**config.mk**
```make
export PLATFORM = sky130hd
export DESIGN_NAME = ifetch_q_flat
export DESIGN_NICKNAME = d
export VERILOG_FILES = /design/src/rtl/ifetch_q_if.sv /design/src/rtl/ifetch_q.sv /design/src/flat_wrapper.sv
export SDC_FILE = /design/constraint.sdc
export NUM_CORES = 1
export LEC_CHECK = 0
export ABC_AREA = 1
export CORE_ASPECT_RATIO = 1.4
export CORE_MARGIN = 8
export CORE_UTILIZATION = 60
export CTS_CLUSTER_DIAMETER = 100
export DETAILED_ROUTE_END_ITERATION = 10
export PLACE_DENSITY = 0.81
export SYNTH_ARGS = -nofsm -noshare
export SYNTH_HDL_FRONTEND = slang
export SYNTH_SLANG_ARGS = --single-unit
export TNS_END_PERCENT = 1
```
**constraint.sdc**
```tcl
create_clock -name clk -period 7.07 [get_ports clk]
set_input_delay 0.707 -clock clk [delete_from_list [all_inputs] [get_ports clk]]
set_output_delay 0.707 -clock clk [all_outputs]
set_load 0.005 [all_outputs]
```
**src/rtl/ifetch_q_if.sv**
```systemverilog
// Instruction-memory read bus for the prefetch queue.
// Carries a single-outstanding req/ack handshake with the address and data.
interface ifetch_q_if #(
    parameter int AW = 16,
    parameter int DW = 32
);
    logic          im_req;
    logic [AW-1:0] im_addr;
    logic          im_ack;
    logic [DW-1:0] im_data;

    modport master (
        output im_req,
        output im_addr,
        input  im_ack,
        input  im_data
    );

    modport slave (
        input  im_req,
        input  im_addr,
        output im_ack,
        output im_data
    );
endinterface

```
**src/rtl/ifetch_q.sv**
```systemverilog
// Instruction prefetch queue: fetches sequential words into a PC-tagged FIFO and flushes on redirect.
// Optional statistics counters (fetch_cnt, flush_cnt) are built when IFQ_STATS_EN is defined.
module ifetch_q #(
    parameter int DEPTH = 4,
    parameter int AW    = 16,
    parameter int DW    = 32
) (
    input  logic                     clk,
    input  logic                     rst_f,
    ifetch_q_if.master               mem,
    input  logic                     deq,
    output logic [DW-1:0]            instr,
    output logic [AW-1:0]            instr_pc,
    output logic                     instr_vld,
    input  logic                     redir,
    input  logic [AW-1:0]            redir_addr,
    output logic [$clog2(DEPTH):0]   q_cnt
`ifdef IFQ_STATS_EN
    ,
    output logic [15:0]              fetch_cnt,
    output logic [15:0]              flush_cnt
`endif
);

    localparam int PW = $clog2(DEPTH);
    localparam int CW = PW + 1;
    localparam logic [CW-1:0] FULL = CW'(DEPTH);

    typedef enum logic [1:0] {
        IDLE,
        REQ,
        DROP
    } state_t;

    state_t        state;
    state_t        state_nxt;
    logic [AW-1:0] fpc;
    logic [AW-1:0] fpc_nxt;
    logic [AW-1:0] addr_q;
    logic [AW-1:0] addr_nxt;
    logic [CW-1:0] cnt;
    logic [CW-1:0] cnt_nxt;
    logic [PW-1:0] rd_ptr;
    logic [PW-1:0] wr_ptr;
    logic          push;
    logic          pop;

    logic [DW-1:0] data_mem [DEPTH];
    logic [AW-1:0] pc_mem   [DEPTH];

    // A word is kept only when acked in REQ without a redirect; redirect also cancels any pop.
    always_comb begin
        push    = (state == REQ) && mem.im_ack && !redir;
        pop     = deq && (cnt != '0) && !redir;
        cnt_nxt = cnt;
        if (redir) begin
            cnt_nxt = '0;
        end else begin
            cnt_nxt = cnt + CW'(push) - CW'(pop);
        end
    end

    always_ff @(posedge clk or negedge rst_f) begin
        if (!rst_f) begin
            state  <= IDLE;
            fpc    <= '0;
            addr_q <= '0;
            cnt    <= '0;
            rd_ptr <= '0;
            wr_ptr <= '0;
        end else begin
            state  <= state_nxt;
            fpc    <= fpc_nxt;
            addr_q <= addr_nxt;
            cnt    <= cnt_nxt;
            if (redir) begin
                rd_ptr <= '0;
                wr_ptr <= '0;
            end else begin
                if (push) begin
                    wr_ptr <= wr_ptr + 1'b1;
                end
                if (pop) begin
                    rd_ptr <= rd_ptr + 1'b1;
                end
            end
        end
    end

    always_ff @(posedge clk) begin
        if (push) begin
            data_mem[wr_ptr] <= mem.im_data;
            pc_mem[wr_ptr]   <= addr_q;
        end
    end

    // In REQ the held address always equals fpc, so the back-to-back address is fpc+1.
    always_comb begin
        state_nxt = state;
        addr_nxt  = addr_q;
        fpc_nxt   = fpc;
        case (state)
            IDLE: begin
                if (redir) begin
                    state_nxt = REQ;
                    addr_nxt  = redir_addr;
                end else if (cnt < FULL) begin
                    state_nxt = REQ;
                    addr_nxt  = fpc;
                end
            end
            REQ: begin
                if (redir) begin
                    if (mem.im_ack) begin
                        state_nxt = REQ;
                        addr_nxt  = redir_addr;
                    end else begin
                        state_nxt = DROP;
                    end
                end else if (mem.im_ack) begin
                    fpc_nxt = fpc + 1'b1;
                    if (cnt_nxt < FULL) begin
                        state_nxt = REQ;
                        addr_nxt  = fpc + 1'b1;
                    end else begin
                        state_nxt = IDLE;
                    end
                end
            end
            DROP: begin
                if (mem.im_ack) begin
                    state_nxt = REQ;
                    addr_nxt  = redir ? redir_addr : fpc;
                end
            end
            default: begin
                state_nxt = IDLE;
            end
        endcase
        if (redir) begin
            fpc_nxt = redir_addr;
        end
    end

    always_comb begin
        mem.im_req = (state != IDLE);
        instr_vld  = (cnt != '0);
        instr      = '0;
        instr_pc   = '0;
        if (cnt != '0) begin
            instr    = data_mem[rd_ptr];
            instr_pc = pc_mem[rd_ptr];
        end
    end

    assign mem.im_addr = addr_q;
    assign q_cnt       = cnt;

`ifdef IFQ_STATS_EN
    // Any ack that completes a real request counts, whether its data was kept or dropped.
    always_ff @(posedge clk or negedge rst_f) begin
        if (!rst_f) begin
            fetch_cnt <= '0;
            flush_cnt <= '0;
        end else begin
            if (mem.im_ack && (state != IDLE)) begin
                fetch_cnt <= fetch_cnt + 16'd1;
            end
            if (redir) begin
                flush_cnt <= flush_cnt + 16'd1;
            end
        end
    end
`endif

endmodule
```
**src/flat_wrapper.sv**
```systemverilog
// flat-port wrapper written by rule: the top's interface ports become plain ports
module ifetch_q_flat 
#(
    parameter int DEPTH = 4,
    parameter int AW    = 16,
    parameter int DW    = 32
)
  (clk, rst_f, deq, instr, instr_pc, instr_vld, redir, redir_addr, q_cnt, mem_im_req, mem_im_addr, mem_im_ack, mem_im_data);
  ifetch_q_if #(.AW(AW), .DW(DW)) mem_i ();
  input  logic clk;
  input  logic rst_f;
  input  logic deq;
  output logic [DW-1:0] instr;
  output logic [AW-1:0] instr_pc;
  output logic instr_vld;
  input  logic redir;
  input  logic [AW-1:0] redir_addr;
  output logic [$clog2(DEPTH):0] q_cnt;
  output wire logic [$bits(mem_i.im_req)-1:0] mem_im_req;
  output wire logic [$bits(mem_i.im_addr)-1:0] mem_im_addr;
  input wire logic [$bits(mem_i.im_ack)-1:0] mem_im_ack;
  input wire logic [$bits(mem_i.im_data)-1:0] mem_im_data;
  assign mem_im_req = mem_i.im_req;
  assign mem_im_addr = mem_i.im_addr;
  assign mem_i.im_ack = mem_im_ack;
  assign mem_i.im_data = mem_im_data;
  ifetch_q #(.DEPTH(DEPTH), .AW(AW), .DW(DW)) u_core (.clk(clk), .rst_f(rst_f), .mem(mem_i), .deq(deq), .instr(instr), .instr_pc(instr_pc), .instr_vld(instr_vld), .redir(redir), .redir_addr(redir_addr), .q_cnt(q_cnt));
endmodule
```
==> impl_metrics.py <==
metrics = {
    "synth": {
        "syn-cell-area_sq_um": 9990,
        "synthArstFlopShare": 0.176,
        "ys_top_cells_by_area": "edfxtp_1 58%, dfrtp_1 10%, nor2_1 8.4%, o21ai_0 6.0%, nand2_1 5.6%",
        "syn_nets": 1011,
        "synth_cells": 950,
        "ys_warn_count": 0,
        "synth-main-ff-cell": "edfxtp_1",
        "yosysSeqAreaShare": 0.680,
        "yosysTopAreaCell": "edfxtp_1",
        "ys_ff_latch": 233,
        "synth_top_cell_area_share": 0.577,
        "synth_cell_types": 31,
        "avgSynthCellArea_sq_um": 10.5,
        "synth-edff-count": 192,
    },
    "timing": {
        "hold_viol": 0,
        "fmax_ghz": 0.234,
        "period_needed_ns": 4.27,
        "clock_skew_ns": 0.00974,
        "slew_viol_final": 0,
        "rsz0062_at_grt": "false",
        "setup_viol_count_final": 0,
        "postLayoutSetupSlackWorst_ns": 2.80,
        "setup_tns_ns": 0,
        "slew_headroom": 0.288,
        "tightest_slew_ns": 1.07,
        "fin_crit_sh": 0.604,
    },
    "pwr": {
        "power_density_nw_per_um2": 367,
        "ir_drop_mv": 0.352,
        "power.leakage_nw": 4.49,
    },
    "floorplan": {
        "start_util": 0.604,
        "rows": 56,
        "die_w_um": 125,
        "die_area_sq_um": 21100,
        "core_area_sq_um": 16500,
        "io_pins": 122,
        "die_y_um": 169,
    },
    "clock_tree": {
        "cts_buffers": 21,
        "clock_latency_ns": 0.48,
        "clk_pin_slew_worst_paths_ns": 0.07,
        "clk_path_buf_depth": 3,
        "hold_buffers": 0,
        "cts_tree": "built",
        "post_cts_resized": 0,
        "root_buffer": "clkbuf_16",
        "cts_setup_buffers": 0,
        "cts_max_level": 1,
        "numClockSinks": 233,
    },
    "global_routing": {
        "grt_first_pass_wirelength_um": 36600,
        "grt_max_degree": 99,
        "antenna_found_initial": 0,
        "grt_overflow_total": 0,
        "grt_usage": 0.213,
        "grt_pass1_vias": 7204,
    },
    "layout": {
        "area_growth_pct": 20.0,
        "final_cell_mix": "219 x nor2_1, 192 x edfxtp_1, 150 x nand2_1, 120 x o21ai_0, 120 x clkdlybuf4s50_1",
        "regArea_sq_um": 6800,
        "multi_input_area_sq_um": 2840,
        "fin_cells": 1269,
        "nFillCells": 1147,
        "design_area_sq_um": 12000,
        "n_antenna_cell": 0,
        "final_net_count": 1113,
        "final_common_cell": "nor2_1",
        "drive_above_1_share": 0.0591,
    },
    "critical_path": {
        "arrival_ns": 3.56,
        "end_kind": "output pin",
        "critPathBufInv": 3,
        "crit_family": "buffers and inverters",
        "required_ns": 6.36,
        "slowest_stage": "dfrtp_4",
        "startpoint_type": "register",
        "slowest_delay_ns": 1.13,
        "critPathMaxFanout": 98,
        "crit_type": "reg2out",
        "path_cells": "inv_2 -> buf_4 -> o21ai_0 -> a21oi_1 -> clkdlybuf4s50_1",
    },
    "place": {
        "placed_area_sq_um": 11300,
        "dp_slack_ns": 3.31,
        "gp_congestion": 0.923,
        "io_buffers": 121,
        "dp.cells": 1232,
        "hpwlAfterDp_um": 14200,
    },
    "routing": {
        "vias_per_cell": 5.63,
        "initialDrtViolationCount": 638,
        "antenna_left": 0,
        "wl_um": 22700,
        "drc": 0,
        "wl_per_cell_um": 17.9,
        "dr.pass1.iters": 5,
        "vias": 7148,
    },
    "worst_hold_path": {
        "worst_hold_path_type": "in2async",
    },
    "status": {
        "status": "finished clean",
    },
    "run": {
        "cap_violations": 0,
    },
}
[stage by stage]
stage	total power, mW	util	hold slack, ns
CTS	4.43	0.725	0.391
global placement	3.30	0.685	0.495
global route	4.66	0.725	0.453
detailed placement	3.34	0.685	0.502
floorplan	2.61	-	0.411
finish	4.40	0.725	0.360
[per-layer routing]
metal,vias to the layer above,share of wire,track usage
li1,3446,-,-
met1,3407,0.41,0.259
met2,254,0.51,0.379
met3,41,0.056,0.0321
met4,0,0.027,0.0770
met5,-,0,0
[state kept, by name, summed over array words and instances (netlist names)]
register            count
u_core.mem.im_addr     16
u_core.fpc             16
u_core.state            2
u_core.rd_ptr           2
u_core.q_cnt            3
u_core.data_mem       128
u_core.wr_ptr           2
u_core.pc_mem          64
[cell families after synthesis]
family | after synthesis | synth area share
buffers and inverters | 94 | 0.0397
adder cells (fa/ha/maj) | 8 | 0.0108
flip-flops | 233 | 0.680
AO/OA/AOI/OAI | 185 | 0.0949
AND/OR/NAND/NOR | 428 | 0.173
multiplexers | 2 | 0.00200
[power breakdown]
group	internal (mW)	switching, mW	leakage [nW]	total (mW)
Clock	0.635	0.459	0.338	1.09
Sequential	1.69	0.219	2.25	1.91
Combinational	0.644	0.760	1.90	1.40
Total	2.97	1.44	4.49	4.40
[cells in the mapped netlist, types with 2 or more instances]
cell type and number:
a21oi_1 56, a31oi_1 2, buf_1 2, buf_2 17, buf_6 3, clkbuf_1 27, dfrtp_1 41, edfxtp_1 192
ha_1 7, inv_1 40, inv_2 5, mux2i_1 2, nand2_1 150, nand3_1 32, nand4_1 8, nor2_1 224
nor2_2 2, nor2_4 2, nor3_1 4, o21ai_0 120, o31ai_1 2, or2_2 3
[final timing paths]
path | to | startpoint | slack [ns] | cells after the start
min reg2reg | u_core.fpc[12] | u_core.fpc[12] | 0.52 | 2
max | instr[6] | u_core.rd_ptr[0] | 2.80 | 5
max in group asynchronous | u_core.rd_ptr[0] | rst_f | 6.01 | 1
max reg2reg | u_core.mem.im_addr[7] | u_core.q_cnt[1] | 3.51 | 18
min in group clk | u_core.fpc[12] | u_core.fpc[12] | 0.52 | 2
min | u_core.q_cnt[2] | rst_f | 0.36 | 1
[layout make-up]
cell class                 count  area share
sequential                   233       0.567
multi-input combinational    623       0.237
timing repair buffer         128       0.105
clock buffer                  29      0.0505
tap                          203      0.0212
inverter                      45      0.0141
clock inverter                 8     0.00563
(Power assumes the default switching activity.)
